### src/rtl/uart_frame_pkg.sv
// Shared types and constants for the UART frame parser and its payload buffer.
package uart_frame_pkg;

   localparam int unsigned CHK_W       = 8;
   localparam logic [7:0]  SOF_DEFAULT = 8'hA5;

   typedef enum logic [2:0] {
      S_HUNT,
      S_LEN,
      S_PAYLOAD,
      S_CHK,
      S_DRAIN
   } state_t;

endpackage

### src/rtl/frame_buf.sv
// Single-frame payload store: one synchronous write port, one combinational read port.
module frame_buf #(
   parameter int unsigned D_BITS  = 8,
   parameter int unsigned MAX_LEN = 16,
   parameter int unsigned IDX_W   = 8
) (
   input  logic              i_clk,
   input  logic              i_we,
   input  logic [IDX_W-1:0]  i_waddr,
   input  logic [D_BITS-1:0] i_wdata,
   input  logic [IDX_W-1:0]  i_raddr,
   output logic [D_BITS-1:0] o_rdata_c
);

   localparam int unsigned AW = (MAX_LEN > 1) ? $clog2(MAX_LEN) : 1;

   logic [D_BITS-1:0] mem_q [MAX_LEN];

   always_ff @(posedge i_clk) begin
      if (i_we) begin
         mem_q[AW'(i_waddr)] <= i_wdata;
      end
   end

   // Reads past the end of the array (one beyond the last beat) return zero.
   always_comb begin
      o_rdata_c = '0;
      if (32'(i_raddr) < MAX_LEN) begin
         o_rdata_c = mem_q[AW'(i_raddr)];
      end
   end

endmodule

### src/rtl/uart_frame_parser.sv
// Extracts SOF/LEN/payload/CHK frames from a UART byte strobe and drains the payload over valid/ready.
// Optional inter-byte timeout enabled by defining UART_FRAME_PARSER_TIMEOUT_EN.
module uart_frame_parser
   import uart_frame_pkg::*;
#(
   parameter int unsigned D_BITS         = 8,
   parameter int unsigned MAX_LEN        = 16,
   parameter logic [7:0]  SOF_BYTE       = SOF_DEFAULT,
   parameter int unsigned TIMEOUT_CYCLES = 8680
) (
   input  logic              i_clk,
   input  logic              i_rst,
   input  logic [D_BITS-1:0] i_data,
   input  logic              i_rx_done,
   output logic [D_BITS-1:0] o_data,
   output logic              o_valid,
   input  logic              i_ready,
   output logic              o_last,
   output logic              o_frame_ok,
   output logic              o_frame_err,
   output logic              o_overrun
);

   state_t            state_q, state_d;
   logic [CHK_W-1:0]  len_q, len_d;
   logic [CHK_W-1:0]  cnt_q, cnt_d;
   logic [CHK_W-1:0]  acc_q, acc_d;
   logic [CHK_W-1:0]  rd_idx_q, rd_idx_d;
   logic [D_BITS-1:0] data_q, data_d;
   logic              valid_q, valid_d;
   logic              last_q, last_d;
   logic              ok_q, ok_d;
   logic              err_q, err_d;
   logic              ovr_q, ovr_d;

   logic              buf_we_c;
   logic [CHK_W-1:0]  rd_addr_c;
   logic [D_BITS-1:0] rd_data_c;
   logic [CHK_W-1:0]  byte_c;
   logic [CHK_W-1:0]  sum_c;
   logic              is_sof_c;
   logic              hs_c;
   logic              timeout_c;

   assign byte_c   = CHK_W'(i_data);
   assign sum_c    = acc_q + byte_c;
   assign is_sof_c = i_rx_done && (i_data == D_BITS'(SOF_BYTE));
   assign hs_c     = valid_q && i_ready;

   // Read address looks one beat ahead so the next o_data is ready at the handshake.
   assign rd_addr_c = (state_q == S_DRAIN) ? rd_idx_q + CHK_W'(1) : '0;

   frame_buf #(
      .D_BITS  (D_BITS),
      .MAX_LEN (MAX_LEN),
      .IDX_W   (CHK_W)
   ) u_buf (
      .i_clk     (i_clk),
      .i_we      (buf_we_c),
      .i_waddr   (cnt_q),
      .i_wdata   (i_data),
      .i_raddr   (rd_addr_c),
      .o_rdata_c (rd_data_c)
   );

`ifdef UART_FRAME_PARSER_TIMEOUT_EN
   localparam int unsigned GAP_W = $clog2(TIMEOUT_CYCLES + 1);

   logic [GAP_W-1:0] gap_q, gap_d;

   // Idle-gap counter runs only while a frame is partially received.
   always_comb begin
      gap_d     = '0;
      timeout_c = 1'b0;
      if ((state_q == S_LEN) || (state_q == S_PAYLOAD) || (state_q == S_CHK)) begin
         if (!i_rx_done) begin
            if (gap_q == GAP_W'(TIMEOUT_CYCLES - 1)) begin
               timeout_c = 1'b1;
            end else begin
               gap_d = gap_q + GAP_W'(1);
            end
         end
      end
   end

   always_ff @(posedge i_clk) begin
      if (i_rst) begin
         gap_q <= '0;
      end else begin
         gap_q <= gap_d;
      end
   end
`else
   logic [31:0] unused_timeout_c;

   assign unused_timeout_c = 32'(TIMEOUT_CYCLES);
   assign timeout_c        = 1'b0;
`endif

   // Next-state and registered-output logic.
   always_comb begin
      state_d  = state_q;
      len_d    = len_q;
      cnt_d    = cnt_q;
      acc_d    = acc_q;
      rd_idx_d = rd_idx_q;
      data_d   = data_q;
      valid_d  = valid_q;
      last_d   = last_q;
      ok_d     = 1'b0;
      err_d    = 1'b0;
      ovr_d    = 1'b0;
      buf_we_c = 1'b0;

      unique case (state_q)
         S_HUNT: begin
            if (is_sof_c) begin
               state_d = S_LEN;
            end
         end
         S_LEN: begin
            if (i_rx_done) begin
               if ((byte_c == '0) || (byte_c > CHK_W'(MAX_LEN))) begin
                  err_d   = 1'b1;
                  state_d = S_HUNT;
               end else begin
                  len_d   = byte_c;
                  acc_d   = byte_c;
                  cnt_d   = '0;
                  state_d = S_PAYLOAD;
               end
            end
         end
         S_PAYLOAD: begin
            if (i_rx_done) begin
               buf_we_c = 1'b1;
               acc_d    = sum_c;
               cnt_d    = cnt_q + CHK_W'(1);
               if (cnt_d == len_q) begin
                  state_d = S_CHK;
               end
            end
         end
         S_CHK: begin
            if (i_rx_done) begin
               if (sum_c == '0) begin
                  ok_d     = 1'b1;
                  state_d  = S_DRAIN;
                  valid_d  = 1'b1;
                  rd_idx_d = '0;
                  data_d   = rd_data_c;
                  last_d   = (len_q == CHK_W'(1));
               end else begin
                  err_d   = 1'b1;
                  state_d = S_HUNT;
               end
            end
         end
         S_DRAIN: begin
            // The final handshake frees the parser, so a coincident byte is hunted, not dropped.
            if (hs_c && last_q) begin
               valid_d = 1'b0;
               last_d  = 1'b0;
               state_d = is_sof_c ? S_LEN : S_HUNT;
            end else begin
               ovr_d = i_rx_done;
               if (hs_c) begin
                  rd_idx_d = rd_idx_q + CHK_W'(1);
                  data_d   = rd_data_c;
                  last_d   = (rd_idx_d == len_q - CHK_W'(1));
               end
            end
         end
         default: begin
            state_d = S_HUNT;
         end
      endcase

      if (timeout_c) begin
         err_d   = 1'b1;
         state_d = S_HUNT;
      end
   end

   always_ff @(posedge i_clk) begin
      if (i_rst) begin
         state_q  <= S_HUNT;
         len_q    <= '0;
         cnt_q    <= '0;
         acc_q    <= '0;
         rd_idx_q <= '0;
         data_q   <= '0;
         valid_q  <= 1'b0;
         last_q   <= 1'b0;
         ok_q     <= 1'b0;
         err_q    <= 1'b0;
         ovr_q    <= 1'b0;
      end else begin
         state_q  <= state_d;
         len_q    <= len_d;
         cnt_q    <= cnt_d;
         acc_q    <= acc_d;
         rd_idx_q <= rd_idx_d;
         data_q   <= data_d;
         valid_q  <= valid_d;
         last_q   <= last_d;
         ok_q     <= ok_d;
         err_q    <= err_d;
         ovr_q    <= ovr_d;
      end
   end

   assign o_data      = data_q;
   assign o_valid     = valid_q;
   assign o_last      = last_q;
   assign o_frame_ok  = ok_q;
   assign o_frame_err = err_q;
   assign o_overrun   = ovr_q;

endmodule

### config.mk
export PLATFORM = sky130hd
export DESIGN_NAME = uart_frame_parser
export DESIGN_NICKNAME = d
export VERILOG_FILES = /design/src/rtl/uart_frame_pkg.sv /design/src/rtl/frame_buf.sv /design/src/rtl/uart_frame_parser.sv
export SDC_FILE = /design/constraint.sdc
export NUM_CORES = 1
export LEC_CHECK = 0
export ABC_AREA = 1
export CORE_ASPECT_RATIO = 0.9
export CORE_MARGIN = 2
export CORE_UTILIZATION = 40
export CTS_CLUSTER_SIZE = 14
export DETAILED_ROUTE_END_ITERATION = 6
export PLACE_DENSITY = 0.62
export SLEW_MARGIN = 20
export SYNTH_ARGS = -nofsm -noshare
export SYNTH_HDL_FRONTEND = slang
export SYNTH_SLANG_ARGS = --single-unit
### constraint.sdc
create_clock -name i_clk -period 3.1 [get_ports i_clk]
set_clock_uncertainty 0.05 [all_clocks]
set_input_delay 0.93 -clock i_clk [delete_from_list [all_inputs] [get_ports i_clk]]
set_output_delay 0.93 -clock i_clk [all_outputs]
set_load 0.02 [all_outputs]
Yosys cells after proc, flatten, opt, wreduce, memory -nomap -nowiden:

Memory sizes are Yosys's and may differ from the RTL's.
Index checks and enable logic that the tools add are counted.

* latch bits: 0
* bits in writable memories: 128
* output and inout bits: 13
* memories kept: 1
* ROM bits: 0
* register bits after elaboration: 48

Memory list
* u_buf.mem_q: depth 16, bits a word 8, read ports 1, clocked after memory_dff 0, wr ports 1, line frame_buf.sv:17 `logic [D_BITS-1:0] mem_q [MAX_LEN];`

* order comparisons: 2
* div/mod/pow operators: 0
* reduce and logical (&&, ||, !) cells: 17
* add/sub/neg operators: 4
* eq/ne operators: 19
* shift operators: 0
* bitwise gates (word level): 4
* multiplexer cells: 49
* $mul: 0

Operators by type and width (count)
* 8-bit 2-to-1 mux: 16
* 8-bit one-hot mux with 2 select lines: 4
* 3-bit 2-to-1 mux: 7
* 2-bit inequality test (second input constant): 9
* 1-bit 2-to-1 mux: 17
* 8-bit by 1-bit adder with 8-bit output (second input constant): 2
* 8-bit equality test: 2
* 8-bit zero test: 2
* 3-bit one-hot mux with 5 select lines: 1
* 4-bit AND reduction: 3
* 8-bit adder: 1
* 8-bit by 1-bit equality test with 1-bit output (second input constant): 1
* 8-bit equality test (second input constant): 1
* 8-bit by 5-bit greater-than comparator with 1-bit output (second input constant): 1
* 8-bit by 5-bit less-than comparator with 1-bit output (second input constant): 1
* 8-bit by 1-bit subtractor with 8-bit output (second input constant): 1
* 3-bit by 2-bit equality test with 1-bit output (second input constant): 2
* 1-bit one-hot mux with 2 select lines: 3
* 6-bit AND reduction: 1
* 3-bit OR reduction: 2
* 5-bit AND reduction: 1
* 1-bit inverter: 4
* 2-bit nonzero test: 2
* 3-bit by 1-bit equality test with 1-bit output (second input constant): 1
* other kinds (8): 10

Longest topological paths before layout:

Gate-level depths: netlist of the first run.

* word-level depth: 7
* gate-level depth with buffers: 17

Hierarchy:

Synthesis of the first run repeated with hierarchy kept, for this count alone.

* cell total of the unflattened synthesis: 1067
* area total of the unflattened synthesis: 8809.7 um^2

By module, submodules not included
* frame_buf: area each 5537.8 um^2, instances 1, cells each 530
* uart_frame_parser: area each 3271.9 um^2, instances 1, cells each 537

Worst setup path before layout of the first run:

OpenSTA, ideal clock, no wires.

* path kind: input-to-reg
* start: input i_data[0]
* end: register rd_idx_q[2]
* setup slack: 0.340 ns
* stages on the path: 16
* required time: 2.934 ns
* buffers on the path: 1
* data arrival time: 2.594 ns
* path through: ha_1 > inv_1 > fa_1 > inv_1 > nand2_1 > nand2_1 > nand3_1 > nand2_1 > nand3_1 > nor2_2 > nand2_1 > nand2_1 > nand2_1 > buf_4 > o21ai_0 > nor2_1

* cells in the longest elaborated chain, start to end: 4

RTL lines
* start: declaration: line uart_frame_parser.sv:13 `input logic [D_BITS-1:0] i_data,`
* 8-bit adder: line uart_frame_parser.sv:46 `assign sum_c = acc_q + byte_c;`
* 8-bit zero test: line uart_frame_parser.sv:146 `if (sum_c == '0) begin`
* 2-bit inequality test (no line)
* 5-bit AND reduction (no line)
* end signal: assignment: line uart_frame_parser.sv:203 `rd_idx_q <= rd_idx_d;`
* end: declaration: line uart_frame_parser.sv:28 `logic [CHK_W-1:0] rd_idx_q, rd_idx_d;`

Every way passes these cells.
A chain may end at the register's enable or synchronous reset.

Worst setup path after layout of the first run:

* start: input i_data[1]
* end: register rd_idx_q[4]

The elaborated chain is that of the path after synthesis.

==> results of run 1 <==
## state kept, by name, indices dropped and copies added (netlist names)
| signal | count |
|---|---|
| o_frame_ok | 1 |
| o_valid | 1 |
| u_buf.mem_q | 128 |
| o_data | 8 |
| len_q | 8 |
| o_last | 1 |
| o_overrun | 1 |
| cnt_q | 8 |
| o_frame_err | 1 |
| rd_idx_q | 8 |
| state_q | 3 |
| acc_q | 8 |
## stage by stage
stage | power (mW) | hold WS, ns | std cells | setup TNS [ns]
global route | 5.997 | 0.4413 | 1423 | 0
CTS | 5.735 | 0.4214 | 1422 | 0
finish | 5.739 | 0.4174 | 1423 | 0
floorplan | 3.416 | 0.3968 | 1064 | 0
detailed placement | 3.722 | 0.4115 | 1391 | -9.216
global placement | 3.719 | 0.4158 | 1391 | -8.003
## report_power, final
group / switching (mW) / leakage [nW] / internal, mW
logic: 0.709 / 2.64 / 0.346
registers: 0.0668 / 1.54 / 2.59
clock network: 0.922 / 0.259 / 1.11
total: 1.70 / 4.44 / 4.04
## per-layer routing
layer | GRT usage, % | wire, um | vias to the layer above
met5 | 0 | 0 | -
met2 | 32.66 | 10540 | 205
met4 | 4.911 | 249 | 0
li1 | - | - | 3590
met3 | 4.360 | 1563 | 23
met1 | 26.81 | 10280 | 3183
## cell type report
| cell class | instances | area (um2) |
|---|---|---|
| sequential | 176 | 4805 |
| inverter | 151 | 566.8 |
| tap | 291 | 364.1 |
| multi-input combinational | 697 | 3317 |
| clock buffer | 19 | 432.9 |
| timing repair buffer | 77 | 666.9 |
| fill | 2082 | 11430 |
| clock inverter | 12 | 108.9 |
## cell families after synthesis
logic type,share of synthesized area [%]
buffers and inverters,9.037
and+or+nand+nor,29.39
DFF,54.05
adders and majority gates,2.196
xor gates and xnor gates,1.182
AOI/OAI and AO/OA,4.139
## cells in the final DEF (no fill, tap or decap), types with 8 or more instances in the layout
| master | Yosys | routed |
|---|---|---|
| a21oi_1 | 35 | 34 |
| xor2_1 | 8 | 8 |
| nor2_1 | 103 | 103 |
| inv_2 | 11 | 11 |
| dfxtp_1 | 48 | 48 |
| clkdlybuf4s50_1 | 0 | 23 |
| o21ai_1 | 9 | 9 |
| nand3_1 | 118 | 118 |
| buf_4 | 7 | 51 |
| clkbuf_16 | 0 | 18 |
| nand2_1 | 309 | 306 |
| nor3_1 | 10 | 10 |
| o21ai_0 | 17 | 17 |
| nand4_1 | 42 | 42 |
| edfxtp_1 | 128 | 128 |
| inv_1 | 140 | 140 |
| ha_1 | 14 | 13 |
## path summary, 6_finish.rpt
path	start	to	slack, ns	cells past startpoint
setup / recovery	i_data[1]	rd_idx_q[4]	0.14	16
hold / removal	o_valid	o_valid	0.42	2
setup reg to reg	acc_q[0]	rd_idx_q[4]	0.61	16
hold reg to reg	o_valid	o_valid	0.42	2
## repair_timing
item | 4_1_cts | 5_1_grt
setup endpoints to repair | 16 | 12
gates resized for setup | 2 | 6
gates cloned | 0 | 1
pin swaps | 0 | 1
endpoints found under the hold margin | 0 | 0
## critical path, stage by stage
cell	delay (ns)
clkdlybuf4s50_1	0.47
inv_1	0.06
fa_1	0.44
inv_1	0.07
nand2_1	0.08
nand2_2	0.10
nand3_1	0.09
nand2_1	0.07
nand3_1	0.08
nor2_2	0.13
nand2_2	0.11
a21oi_4	0.26
clkbuf_16	0.21
nand2_1	0.05
nand2_1	0.05
nor2_1	0.04
==> metrics.md, run 1 <==
| Metric | Value |
|---|---|
| Post-synth top cells | 309 x nand2_1, 140 x inv_1, 128 x edfxtp_1 |
| IO Count | 25 |
| Synthesized netlist net count | 1,091 |
| Final RePlAce weighted congestion | 0.7980 |
| Initial Util | between 40% and 50% |
| DR WL/cell | 15.90 um |
| Final hold violation count | 0 |
| Initial antenna violation count | 0 |
| WP data arrival | 3.24 ns |
| Post-route cell area | 0.01026 mm2 |
| Largest net degree at the start of global routing | about 40 |
| Core Area | approximately 0.022 mm2 |
| Final setup viols | 0 |
| Vias in the first global route | 6,713 |
| Cell area after synthesis | a little under 0.009 mm2 |
| RSZ-0062 raised after global routing | no |
| Synthesized instance count | 1,064 |
| Max cap viols | 0 |
| Setup bufs post-CTS | 0 |
| Yosys Warn Count | 0 |
| CTS root buf | clkbuf_16 |
| Rel. slew slack | 43.83% |
| Final worst-path setup slack | between 0.1 and 0.15 ns |
| Power per cell area | 559.3 mW/mm2 |
| Slew Limit Fails | 0 |
| Ant diodes | 0 |
| CTS Buf Count | 17 |
| First-pass GRT wire length | ~36 mm |
| DP Area | 0.009659 mm2 |
| Critical path fanouts, max | 10 |
| Ranking of synthesized cells by area | edfxtp_1 43%, nand2_1 13%, dfxtp_1 11% |
| Die Y | 145.4 um |
| Detailed Routing Iterations Pass 1 | 5 |
| Die area | roughly 0.023 mm2 |
| Via density per instance | 4.920 |
| # nets final | 1,147 |
| CTS H-tree lvls | 4 |
| Asr flop ratio synth | 0% |
| Detailed placer's ending HPWL | 14.88 mm |
| Crit share post-route | 95.58% |
| Synth top area share | 43.24% |
| Final WL | roughly 23 mm |
| Initial DRC count | 598 |
| TritonCTS Sinks | 176 |
| Leak pwr | 4.442 nW |
| Hold_buf cts | 0 |
| Largest area contributor in the netlist | edfxtp_1 |
| GRT Util Overall | 19.86% |
| Clk buf depth | 2 |
| Mean Syn Cell Area | 8.354 um2 |
| Via count | about 7,000 |
| Port Buffers | 24 |
| Critical path type | in -> reg |
| CP endpoint kind | flip-flop |
| Layout area overhead | 15.44% |
| Hold Crit Class | reg -> reg |
| Clock-pin slew on the worst setup and hold paths | 0.07 ns |
| Total grt overflow | 0 |
| Achievable clock frequency | 337.5 MHz |
| Outcome | finished clean |
| CTS tree | done |
| FP Rows | 51 |
| Worst-margin pin slew | between 0.8 and 0.9 ns |
| Final core utilization | 47.30% |
| # DRC | 0 |
| Layout cells sized above 1 | slightly above 10% |
| Register area share after synthesis | 54.05% |
| Final min period | 2.963 ns |
| Worst vdd ir | 0.0003534 V |
| Top_reg_cell synth | edfxtp_1 |
| Top-count cell post-synth | nand2_1 |
| CP required | 3.38 ns |
| #FFs+latches synth | roughly 180 |
| Clk Latency, worst-skew pair | 0.43 ns |
| Die width | 161.1 um |
| EDFF count, synth | 128 |
| Final ANT Viol Nets | 0 |
| Dpl ws | -0.5664 ns |
| Cell variety after synth | 36 |
| Startpoint types | input port |
No activity file was read; power rests on OpenSTA's default activity.
==> inputs of run 2 (changes only) <==
SLEW_MARGIN = not set   (was 20)
==> results of run 2 <==
No change in the layout: final DEF, timing and power equal those of run 1.
==> patch 1 (flow settings as in run 2) <==
Build with the macro `UART_FRAME_PARSER_TIMEOUT_EN` defined.
--- a/src/rtl/uart_frame_parser.sv
+++ b/src/rtl/uart_frame_parser.sv
@@ -1,5 +1,7 @@
 // Extracts SOF/LEN/payload/CHK frames from a UART byte strobe and drains the payload over valid/ready.
 // Optional inter-byte timeout enabled by defining UART_FRAME_PARSER_TIMEOUT_EN.
+`define UART_FRAME_PARSER_TIMEOUT_EN
+
 module uart_frame_parser
    import uart_frame_pkg::*;
 #(
Check against the original RTL: no difference found for any inputs over 4 cycles, from zero or initial values and one cycle with i_rst high; that may be too few to reach the edited logic, so the function may still have changed.
==> patch 1 against run 2 <==
- cell area grew 7.0%
- worst hold slack lost 0.020 ns
- largest power group unchanged
- sequential cell count up 14
- setup slack improved by 0.0031 ns
- area after synthesis grew 6.2%
- total power rose by 1.1%
- via count up 9.8%
- register-to-register slack gained 0.08 ns
- routed wire length rose by 7.5%
==> patch 1: results (changes against run 2) <==
| Metric | Value |
|---|---|
| Final net count | 1228 (+7.1%) |
| Placed cells | 1480 (+6.4%) |
| First DRT Iteration DRCs | 608 (+1.7%) |
| Most common library cells after synthesis | nand2_1 (316), inv_1 (149), edfxtp_1 (128) |
| Vias in the first global route | 7311 (+8.9%) |
| Worst-path fanout max | 5 (-5) |
| Max IR drop VDD | 326 uV (-7.7%) |
| Wirelength, routed | 24300 um (+7.5%) |
| GRT Total Usage | 20.1% (+0.26 points) |
| Slew of the pin with the lowest slew margin | 0.774 ns (-0.0673 ns) |
| Leak pwr | 0.00469 uW (+5.6%) |
| Largest net degree at the start of global routing | 44 (+7.3%) |
| Hold Path Depth | 1 (-1) |
| Clk Latency, worst-skew pair | 0.45 ns (+0.02 ns) |
| Register-to-Register Path Depth | 12 (-4) |
| Dpl ws | -0.458 ns (+0.108 ns) |
| Share of cells above drive strength 1 | 10.1% (-0.019 points) |
| Sequential area share after synthesis | 53.9% (-0.18 points) |
| Crit-path max cell delay | 0.39 ns (-0.08 ns) |
| Top cell type's share of synthesized area | 40.7% (-2.5 points) |
| Critical Path AT | 3.29 ns (+0.05 ns) |
| RD Place Congestion | 0.860 (+7.8%) |
| Top post-synthesis cells by area | edfxtp_1 (41%), dfxtp_1 (13%), nand2_1 (13%) |
| Xor/xnor share of the synthesized area | 1.67% (+0.49 points) |
| Synth Area in Compound Gates | 4.40% (+0.26 points) |
| Layout fillers | 2236 (+7.4%) |
| Routed vias | 7688 (+9.8%) |
| Detail Placement HPWL | 16500 um (+11%) |
| Placed Area | 0.0103 mm^2 (+6.9%) |
| Adder-cell share of the synthesized area | 2.20% (+0.0045 points) |
| WL/cell | 16.1 um (+0.94%) |
| First-pass GRT wire length | 38600 um (+7.5%) |
| Outcome | completed |
-- patch 1: timing repair --
| action | in CTS | in global routing |
|---|---|---|
| resized for setup | 0 | 14 |
| setup buffers | 0 | 1 |
| setup endpoints to repair | 0 | 18 |
-- patch 1: final timing paths --
| check | end | slack, ns | from |
|---|---|---|---|
| worst min-delay path | gap_q[0]$_SDFF_PP0_ | 0.40 | gap_q[0]$_SDFF_PP0_ |
| worst max-delay path | o_data[6]$_SDFFE_PP0P_ | 0.14 | i_data[3] |
| worst max register to register | o_data[6]$_SDFFE_PP0P_ | 0.69 | acc_q[0]$_SDFFE_PP0P_ |
| worst min register to register | gap_q[0]$_SDFF_PP0_ | 0.40 | gap_q[0]$_SDFF_PP0_ |
-- patch 1: cells by family (layout without fill, tap and decap cells) --
logic type      Yosys count  in the layout
compound gates           79             79
buf+inv                 198            275
flops                   190            190
fa+ha+maj                16             16
xor+xnor                 18             18
simple gates            635            635
-- patch 1: cell type report --
| class | instances | area [um^2] | share of cell area (%) |
|---|---|---|---|
| repair buffers | 85 | 768 | 7.00 |
| clock inverters | 13 | 119 | 1.08 |
| well taps | 302 | 378 | 3.44 |
| flip-flops and latches | 190 | 5090 | 46.3 |
| clock buffers | 19 | 443 | 4.03 |
| multi-input cells | 748 | 3590 | 32.7 |
| inverters | 158 | 593 | 5.40 |
-- patch 1: critical path: cells and delay by family --
kind                       cells  cell delay, ns
buffers and inverters          3            0.74
and+or+nand+nor                8            0.88
adders and majority gates      1            0.33
AOI/OAI and AO/OA              2            0.39
-- patch 1: per-layer routing --
layer  vias up  GRT usage, %  wire (um)
li1       3851             -          -
met4         0          6.09        407
met1      3609          26.6      11100
met2       203          34.1      11500
met5         -             0          0
met3        25          3.39       1320
-- patch 1: per-stage QoR --
step,power (uW),utilization [%]
after floorplan,3410,-
after global placement,3700,44.4
after detailed placement,3710,44.4
after CTS,5810,46.8
after global routing,6050,47.2
final,5800,47.2
-- patch 1: where the power goes --
group          switching (uW)  internal [uW]
clock network            1040           1080
logic                     551            305
registers                53.0           2770
==> patch 2 (config.mk and constraints of run 2) <==
Made on the original files. Put one more register stage on the output `o_frame_err`, with the module's reset. The value now appears one clock later. The other outputs are not delayed to match.
--- a/src/rtl/uart_frame_parser.sv
+++ b/src/rtl/uart_frame_parser.sv
@@ -214,7 +214,13 @@
    assign o_valid     = valid_q;
    assign o_last      = last_q;
    assign o_frame_ok  = ok_q;
-   assign o_frame_err = err_q;
+   always_ff @(posedge i_clk) begin
+      if (i_rst) begin
+         o_frame_err <= '0;
+      end else begin
+         o_frame_err <= err_q;
+      end
+   end
    assign o_overrun   = ovr_q;
 
 endmodule
Check against the original RTL: not equivalent (a bounded check fails within 4 cycles, from zero or initial values and one cycle with i_rst high).
==> patch 2 against run 2 <==
- total power is 1.9% lower
- area after synthesis is 0.69% higher
- die area up 0.67%
- setup slack better by 0.034 ns
- combinational power decreased by 13%
- cell area up 0.90%
- sequential cell count rose by 1
- routed wire length is 0.88% lower
- largest power group unchanged
==> patch 2: results (changes against run 2) <==
| Metric | Value |
|---|---|
| Adder-cell share of the synthesized area | 2.18% (-0.015 points) |
| R2R setup slack | 0.72 ns (+0.11 ns) |
| First DRT Iteration DRCs | 592 (-1.0%) |
| Psw | 1570 uW (-7.6%) |
| Number of H-tree levels | 4 (unchanged) |
| GRT Total Usage | 19.5% (-0.38 points) |
| GR Layer Usage met2 | 31.3% (-1.4 points) |
| CP endpoint | o_data[5]$_SDFFE_PP0P_ |
| First-pass GRT wire length | 35400 um (-1.5%) |
| Ys Warns | 0 (unchanged) |
| Largest net degree at the start of global routing | 38 (-7.3%) |
| Worst hold slack | 0.413 ns (-0.00398 ns) |
| Hold Path Class | flip-flop to flip-flop |
| DRT met1 WL | 10400 um (+0.75%) |
| Clk Latency, worst-skew pair | approximately 0.42 ns |
| Max IR drop VDD | 326 uV (-7.8%) |
| Sequential area share after synthesis | 53.9% (-0.15 points) |
| Worst r2r src | acc_q[0]$_SDFFE_PP0P_ |
| Sequential power | between 2000 and 3000 uW |
| Highest metal used | met4 |
| Hold Crit Endpoint | o_data[4]$_SDFFE_PP0P_ |
| Most common library cells after synthesis | nand2_1 (315), inv_1 (145), edfxtp_1 (128) |
| Synth Area in Compound Gates | 4.38% (+0.24 points) |
| Detail Placement HPWL | 15100 um (+1.4%) |
| Slew of the pin with the lowest slew margin | 0.625 ns (-0.217 ns) |
| Asr flop ratio synth | 0% (unchanged) |
| Worst-path fanout max | 8 (-2) |
| RD Place Congestion | 0.859 (+7.7%) |
| Leak pwr | 0.00455 uW (+2.4%) |
| Vias in the first global route | 6624 (-1.3%) |
| Hold path start | o_data[4]$_SDFFE_PP0P_ |
| Syn nets | 1102 (+1.0%) |
| Clock Power Share | 36.8% (+1.5 points) |
| Final net count | 1163 (+1.4%) |
| CTS buffer count | 17 (unchanged) |
| Combinational fraction of design power | 16.3% (-2.1 points) |
| Layout fillers | 2124 (+2.0%) |
| Max clock buf depth | 2 (unchanged) |
| Register-to-Register Path Depth | 16 (unchanged) |
| Wirelength, routed | 22400 um (-0.88%) |
| Req. time, crit path | 3.35 ns (-0.03 ns) |
| DR WL met3 | 1420 um (-9.1%) |
| Xor/xnor share of the synthesized area | 1.27% (+0.090 points) |
| GR met1 Demand/Resource | 27.0% (+0.16 points) |
| Share of cells above drive strength 1 | 10.0% (-0.15 points) |
| Max reg flops | 128 (unchanged) |
| Antenna violations before repair | 1 (+1) |
| Wire length on met2 | 10300 um (-2.6%) |
| Top post-synthesis cells by area | edfxtp_1 (43%), nand2_1 (13%), dfxtp_1 (11%) |
| Via density per instance | 4.91 (-0.11%) |
| Outcome | completed |
| Met3 usage | 3.93% (-0.43 points) |
| CP startpoint | i_data[1] |
-- patch 2: cell types whose count changed after synthesis, sizes merged --
cell / run 2 / this run
nor2: 111 / 117
buf: 33 / 30
a31oi: 5 / 4
o21ai: 26 / 25
nand4: 42 / 37
a21oi: 36 / 38
clkbuf: 7 / 10
nand3: 121 / 120
xnor2: 4 / 5
dfxtp: 48 / 49
nand2: 313 / 319
inv: 151 / 154
-- patch 2: per-stage QoR --
| stage | util [%] | setup slack (ns) | area (um^2) | instances |
|---|---|---|---|---|
| after CTS | 47.4 | 0.128 | 10300 | 1440 |
| after global routing | 47.4 | 0.0307 | 10400 | 1441 |
| final | 47.4 | 0.171 | 10400 | 1441 |
| after floorplan | - | 0.372 | 8950 | 1075 |
| after detailed placement | 44.8 | -0.571 | 9780 | 1408 |
| after global placement | 44.8 | -0.516 | 9780 | 1408 |
-- patch 2: worst max-delay path, cell delays in order --
cell             delay (ns)
clkdlybuf4s50_1        0.48
inv_1                  0.06
fa_1                   0.46
inv_1                  0.09
nand2_1                0.06
nand2_1                0.08
nand3_2                0.07
nand3_1                0.07
nand2_1                0.07
nor2_1                 0.17
nand2_2                0.12
nand2_1                0.12
nand2_2                0.09
buf_4                  0.17
nand2_1                0.06
a21oi_1                0.07
-- patch 2: area by class of cell --
class | count | area [um^2] | share of cell area (%)
flip-flops and latches | 177 | 4820 | 46.6
multi-input cells | 704 | 3300 | 31.9
repair buffers | 82 | 712 | 6.88
inverters | 154 | 581 | 5.61
clock buffers | 19 | 454 | 4.39
well taps | 291 | 364 | 3.52
clock inverters | 13 | 113 | 1.09
diodes | 1 | 2.50 | 0.0242
-- patch 2: what timing repair did --
item,4_1_cts,5_1_grt
cloned,0,0
endpoints found under the setup margin,13,8
buffers inserted,0,0
resized for setup,2,2
